## src/rtl/nibble_serial_subtractor_ctrl.sv

```systemverilog
// Serial W-bit subtractor: one 4-bit ripple-borrow slice reused over NIBBLES cycles, LS nibble first.
// Latency NIBBLES+1 cycles from accepted start to the done pulse; start is ignored while busy.
module nibble_serial_subtractor_ctrl #(
    parameter int NIBBLES = 4
) (
    input  logic                 clk,
    input  logic                 rst,
    input  logic                 start,
    input  logic [4*NIBBLES-1:0] a,
    input  logic [4*NIBBLES-1:0] b,
    input  logic                 bin,
    output logic                 busy,
    output logic                 done,
    output logic [4*NIBBLES-1:0] d,
    output logic                 bout,
    output logic                 zero
);
    localparam int W  = 4 * NIBBLES;
    localparam int IW = (NIBBLES > 1) ? $clog2(NIBBLES) : 1;

    typedef enum logic [1:0] {IDLE, RUN, DONE} state_t;

    state_t         state, state_nxt;
    logic [W-1:0]   a_q, b_q;
    logic           brw;
    logic [IW-1:0]  idx;
    logic           last_nib;
    logic [3:0]     a_nib, b_nib, diff;
    logic [4:0]     bc;
    logic [W-1:0]   d_nxt;

    assign last_nib = (idx == IW'(NIBBLES - 1));
    assign busy     = (state != IDLE);
    assign done     = (state == DONE);

    // One ripple-borrow slice on the nibble selected by idx; d_nxt is d with that nibble replaced.
    always_comb begin
        a_nib = a_q[{idx, 2'b00} +: 4];
        b_nib = b_q[{idx, 2'b00} +: 4];
        diff  = '0;
        bc    = '0;
        bc[0] = brw;
        for (int i = 0; i < 4; i++) begin
            diff[i]  = a_nib[i] ^ b_nib[i] ^ bc[i];
            bc[i+1]  = (~a_nib[i] & b_nib[i]) | ((~a_nib[i] | b_nib[i]) & bc[i]);
        end
        d_nxt = d;
        d_nxt[{idx, 2'b00} +: 4] = diff;
    end

    always_ff @(posedge clk or posedge rst) begin
        if (rst) state <= IDLE;
        else     state <= state_nxt;
    end

    always_comb begin
        state_nxt = state;
        case (state)
            IDLE:    if (start) state_nxt = RUN;
            RUN:     if (last_nib) state_nxt = DONE;
            DONE:    state_nxt = IDLE;
            default: state_nxt = IDLE;
        endcase
    end

    always_ff @(posedge clk or posedge rst) begin
        if (rst) begin
            a_q  <= '0;
            b_q  <= '0;
            brw  <= 1'b0;
            idx  <= '0;
            d    <= '0;
            bout <= 1'b0;
            zero <= 1'b0;
        end else begin
            case (state)
                IDLE: begin
                    if (start) begin
                        a_q  <= a;
                        b_q  <= b;
                        brw  <= bin;
                        idx  <= '0;
                        d    <= '0;
                        zero <= 1'b0;
                    end
                end
                RUN: begin
                    d   <= d_nxt;
                    brw <= bc[4];
                    if (last_nib) begin
                        idx  <= '0;
                        bout <= bc[4];
                        zero <= (d_nxt == '0);
                    end else begin
                        idx <= idx + IW'(1);
                    end
                end
                default: ;
            endcase
        end
    end
endmodule
```

## config.mk

```make
export PLATFORM = sky130hd
export DESIGN_NAME = nibble_serial_subtractor_ctrl
export DESIGN_NICKNAME = d
export VERILOG_FILES = /design/src/rtl/nibble_serial_subtractor_ctrl.sv
export SDC_FILE = /design/constraint.sdc
export NUM_CORES = 1
export LEC_CHECK = 0
export ABC_AREA = 1
export CAP_MARGIN = 20
export CORE_UTILIZATION = 40
export CTS_CLUSTER_SIZE = 25
export DETAILED_ROUTE_END_ITERATION = 6
export SYNTH_ARGS = -nofsm -noshare
export SYNTH_HDL_FRONTEND = slang
export SYNTH_SLANG_ARGS = --single-unit
```

## constraint.sdc

```tcl
create_clock -name clk -period 4 [get_ports clk]
set_input_delay 0.8 -clock clk [delete_from_list [all_inputs] [get_ports clk]]
set_output_delay 0.8 -clock clk [all_outputs]
set_load 0.005 [all_outputs]
```

# Word-level counts from Yosys, hierarchy flattened
# Cells that the tools add are included.
# totals
ff_bits,55
input_bits,36
out_inout_bits,20
elab_cells,70
# classes
addsub,2
eq_ne,5
shifts,4
muxes,14
bitwise_logic,28
n_reduce_logical,9
# ops
operator,n
16-bit one-hot mux with 2 select lines,1
16-bit by 5-bit variable part select with 4-bit output,2
16-bit bitwise mux,1
16-bit zero test,1
16-bit two-way mux,1
"4-bit by 6-bit variable shift with 16-bit output, first input constant",1
4-bit by 6-bit variable part select with 16-bit output,1
1-bit AND,8
2-bit two-way mux,4
1-bit OR,8
2-bit one-hot mux with 2 select lines,2
2-bit AND reduction,4
1-bit XOR,8
4-bit negation with 6-bit output,1
"2-bit == test, second input constant",2
"2-bit != test, second input constant",2
1-bit NOT,4
1-bit one-hot mux with 2 select lines,2
2-bit nonzero test,2
1-bit two-way mux,3
3-bit AND reduction,1
"2-bit by 1-bit adder with 2-bit output, second input constant",1
"2-bit by 1-bit == test with 1-bit output, second input constant",1
2-bit zero test,1

# Depth between registers and ports, before layout
# depth
ltp_word,15
ltp_mapped,19
ltp_nobuf,18

# Least setup slack after synthesis
# OpenSTA, ideal clock, no wires.
# synth_path
path_kind,register -> register
from,register idx[0]
to,register zero
setup_time_ps,116
t_arrival_ps,2965
t_required_ps,3884
setup_slack_ps,919
stages_incl_launch_ff,20
path_buffers,2
synth_period_minus_slack_ps,3081
path_cell_list,dfrtp_1 buf_4 buf_2 nand2_1 a32o_1 fa_1 inv_1 fa_1 inv_1 fa_1 inv_1 fa_1 inv_1 nand2_1 o21ai_1 nor2_1 nand2_1 nor2_1 nand2_1 nand2_1
# synth_between
elab_chain_cells,15
elab_cells_between_ends,35
cone_classes,add/sub: 1; eq/ne: 2; shift: 4; mux: 3; bitwise: 23; reduce/logical: 2
# synth_rtl
element,line,rtl
start: declaration,26,logic [IW-1:0] idx;
start signal: assignment,95,idx <= idx + IW'(1);
16-bit by 5-bit variable part select with 4-bit output,38,"a_nib = a_q[{idx, 2'b00} +: 4];"
1-bit NOT,45,bc[i+1] = (~a_nib[i] & b_nib[i]) | ((~a_nib[i] | b_nib[i]) & bc[i]);
1-bit OR,45,
1-bit AND,45,
1-bit OR,45,
1-bit AND,45,
1-bit OR,45,
1-bit AND,45,
1-bit OR,45,
1-bit XOR,44,diff[i] = a_nib[i] ^ b_nib[i] ^ bc[i];
4-bit by 6-bit variable part select with 16-bit output,48,"d_nxt[{idx, 2'b00} +: 4] = diff;"
16-bit bitwise mux,48,
16-bit zero test,93,zero <= (d_nxt == '0);
1-bit two-way mux,90,if (last_nib) begin
1-bit one-hot mux with 2 select lines,76,case (state)
end signal: assignment,93,
end: declaration,16,output logic zero
# Parallel ways exist; a longest one is shown, timed or not. The select of a mux whose other input is x is not followed.
# A chain may end at the register's enable or synchronous reset.

# Worst setup path after layout
# Same ends and word-level chain as after synthesis.

==> flow_summary.yaml <==
outcome:
  outcome: "finished, final reports clean"
sta:
  setup_viol: 0
  fin_skew_ps: 7.98
  min_period_ps: 3480
  max_slew_margin_pct: 61.3
  finalCritPeriodShare_pct: 87.0
  slew_viol_final: 0
  setup_tns_ps: 0
  worst_pin_slew_ps: 581
  grt_setup_unrepaired: "no"
  finalHoldViolations: 0
  fin_hold_ws_ps: 491
  max_freq_ghz: 0.287
global_routing:
  grt_max_degree: 38
  grt_pass1_vias: 2313
  grt.overflow.total: 0
  top_usage_layer: "met2"
  met2_usage_pct: 30.8
  use_met3_pct: 3.50
  grtUsageMet1_pct: 25.0
  antenna_found_initial: 0
  grtUsageTotal_pct: 18.9
  grt_first_pass_wirelength_um: 10800
clock_tree:
  insertion_delay_ps: 320
  ctsLongestPathBuffers: 2
  tritoncts: "done"
  post-cts-setup-buffer-count: 0
  clk_pin_slew_ps: 110
  cts-htree-levels: 2
  cts_resized: 0
  cts.sinks: 55
  cts_hold_buf: 0
  numCtsBuffers: 5
  root_buffer: "clkbuf_8"
critical_path:
  reg2reg_depth: 18
  crit_path_top_delay_cell: "dfrtp_1"
  reg2reg_slack_ps: 520
  path_delay_family: "adder cells"
  worst_ep_arrival_time_ps: 3700
  crit_path_cell_trace: "inv_2 > o21ai_0 > o22ai_1 > fa_1 > inv_1 > fa_1 > inv_1 > fa_1 > inv_1 > fa_1 > nor2_1 > nand3_1 > nand2_1 > nor2_1 > nand2_1 > nor2_1 > nand2_1 > nand2_1"
  reg2reg_from: "idx[0]$_DFFE_PP0P_"
  cp.required_ps: 4220
  max_stage_delay_ps: 730
  path_max_fanout: 21
  worstSetupStartpointType: "flop"
  rr_endpoint: "zero$_DFFE_PP0P_"
  crit_path_end_kind: "flop"
  worst-setup-path-type: "flop to flop"
  crit_buf_inv: 4
synthesis:
  syn-instance-count: 343
  syn_nets: 389
  synth_top_cell_area_share_pct: 49.5
  synth_top_flop_cell: "dfrtp_1"
  seq_area_frac_synth_pct: 49.5
  synth_edf_count: 0
  synth_warnings: 0
  yosysTopAreaCell: "dfrtp_1"
  synthTopCellsByCount: "nand2_1 (137), dfrtp_1 (55), nor2_1 (29)"
  ys_seq_elements: 55
  async_reset_ff_share_pct: 100
  synthTopCellsByArea: "dfrtp_1 (50%), nand2_1 (19%), a22o_1 (4.7%)"
  syn_area_mm2: 0.00278
  syn-mean-instance-area_um2: 8.10
  synth_most_common_cell: "nand2_1"
  synth_cell_type_count: 25
floorplan:
  die_h_um: 85.4
  core-area_mm2: 0.00676
  die_area_mm2: 0.00728
  pin_count: 56
  die_width_um: 85.4
  rows: 30
  floorplan.initialDensity_pct: 41.1
pwr:
  power_leakage_nw: 1.72
  power.switching_mw: 1.29
  comb_power_share_pct: 53.9
  power_density_mw_per_mm2: 821
  power.share.clock_pct: 11.4
  intPower_mw: 1.57
  p_seq_share_pct: 34.7
  p_sw_share_pct: 45.1
  ir_drop_mv: 0.284
hold_path:
  worstHoldStart: "a_q[11]$_DFFE_PP0P_"
  hold_end: "a_q[11]$_DFFE_PP0P_"
  hp-class: "flop to flop"
  hold_depth: 2
placed_design:
  dp_cells: 468
  port_buffers: 55
  gp_congestion: 0.885
  hpwl_um: 4560
cells_and_area:
  final_cells: 476
  area_delta_synth_final_pct: 25.1
  multi_input_area_mm2: 0.00124
  fillers: 673
  n_antenna_cell: 0
  layout-drive-gt1-share_pct: 6.06
  seq_area_mm2: 0.00138
  finalNetCount: 441
routing:
  wirelength_um: 6190
  avgRoutedWirePerCell_um: 13.0
  ant_nets: 0
  first_iter_violations: 129
  vias_per_cell: 4.91
  num_vias: 2337
  drc: 0
  drt-pass1-iter-count: 4
flow_run:
  drv_cap: 0
==> registers in the layout, summed over array words and instances (netlist names) <==
signal / flops
a_q: 16
brw: 1
d: 16
bout: 1
zero: 1
b_q: 16
state: 2
idx: 2
==> power groups by stage <==
stage | logic (mW) | clock network [mW] | registers (mW)
floorplan | 1.13 | 0 | 0.936
global placement | 1.53 | 0 | 1.00
detailed placement | 1.56 | 0 | 1.00
CTS | 1.56 | 0.333 | 0.994
global route | 1.79 | 0.352 | 1.02
finish | 1.54 | 0.325 | 0.991
==> layout make-up <==
| class | count | share of cell area, % |
|---|---|---|
| clock buffer | 5 | 1.98 |
| tap | 80 | 2.88 |
| clock inverter | 3 | 0.684 |
| inverter | 26 | 2.81 |
| multi-input combinational | 249 | 35.6 |
| timing repair buffer | 58 | 16.5 |
| sequential | 55 | 39.6 |
==> worst register-to-register path, delay by kind of cell, from the launching register on <==
family                   cells  cell delay (ps)
AND/OR/NAND/NOR              8              540
buffers and inverters        4              450
AO/OA/AOI/OAI                2              320
flip-flops                   1              730
adder cells (fa/ha/maj)      4             1320
==> cells in the final DEF, fill, tap and decap left out <==
cell type	count
a21o_1	1
a21oi_1	5
a22o_1	15
a32o_1	1
buf_4	3
clkbuf_8	5
clkdlybuf4s50_1	55
clkinvlp_4	2
dfrtp_1	55
fa_1	4
ha_1	6
inv_1	20
inv_2	6
inv_6	1
mux2_2	1
nand2_1	137
nand2_2	3
nand3_1	11
nand3b_1	1
nor2_1	29
nor2_2	2
nor2_4	1
o211ai_1	1
o21ai_0	16
o21ai_1	10
o22ai_1	5
==> per-layer routing <==
layer / wire length [µm] / share of wire, % / up-vias
li1: - / - / 1197
met1: 2890 / 47 / 1072
met2: 2950 / 48 / 53
met3: 185 / 3.0 / 15
met4: 168 / 2.7 / 0
met5: 0 / 0 / -
==> cells by family (layout without fill, tap and decap cells) <==
logic type	after synthesis	count (layout)	synth area share [%]
buffers and inverters	39	92	5.94
AO/OA/AOI/OAI	54	54	12.3
flip-flops	55	55	49.5
AND/OR/NAND/NOR	184	184	26.2
adder cells (fa/ha/maj)	10	10	5.58
multiplexers	1	1	0.405
==> how the worst max path moves through the flow <==
stage | from | end | slack (ps) | depth (start not counted)
after floorplan | idx[0]$_DFFE_PP0P_ | zero$_DFFE_PP0P_ | 920 | 19
after global placement | idx[0]$_DFFE_PP0P_ | zero$_DFFE_PP0P_ | 620 | 18
after detailed placement | idx[0]$_DFFE_PP0P_ | zero$_DFFE_PP0P_ | 520 | 18
after CTS | idx[0]$_DFFE_PP0P_ | zero$_DFFE_PP0P_ | 510 | 18
after global routing | idx[0]$_DFFE_PP0P_ | zero$_DFFE_PP0P_ | 180 | 18
final | idx[0]$_DFFE_PP0P_ | zero$_DFFE_PP0P_ | 520 | 18
==> metrics by stage <==
stage	setup slack [ps]	instance area, µm²	utilization, %	power [mW]
after CTS	506	3480	51.5	2.89
after global routing	182	3480	51.5	3.15
final	521	3480	51.5	2.86
after detailed placement	516	3380	50.1	2.56
after global placement	617	3380	50.1	2.54
after floorplan	919	2780	-	2.07
Power figures use the tool's default switching activity.
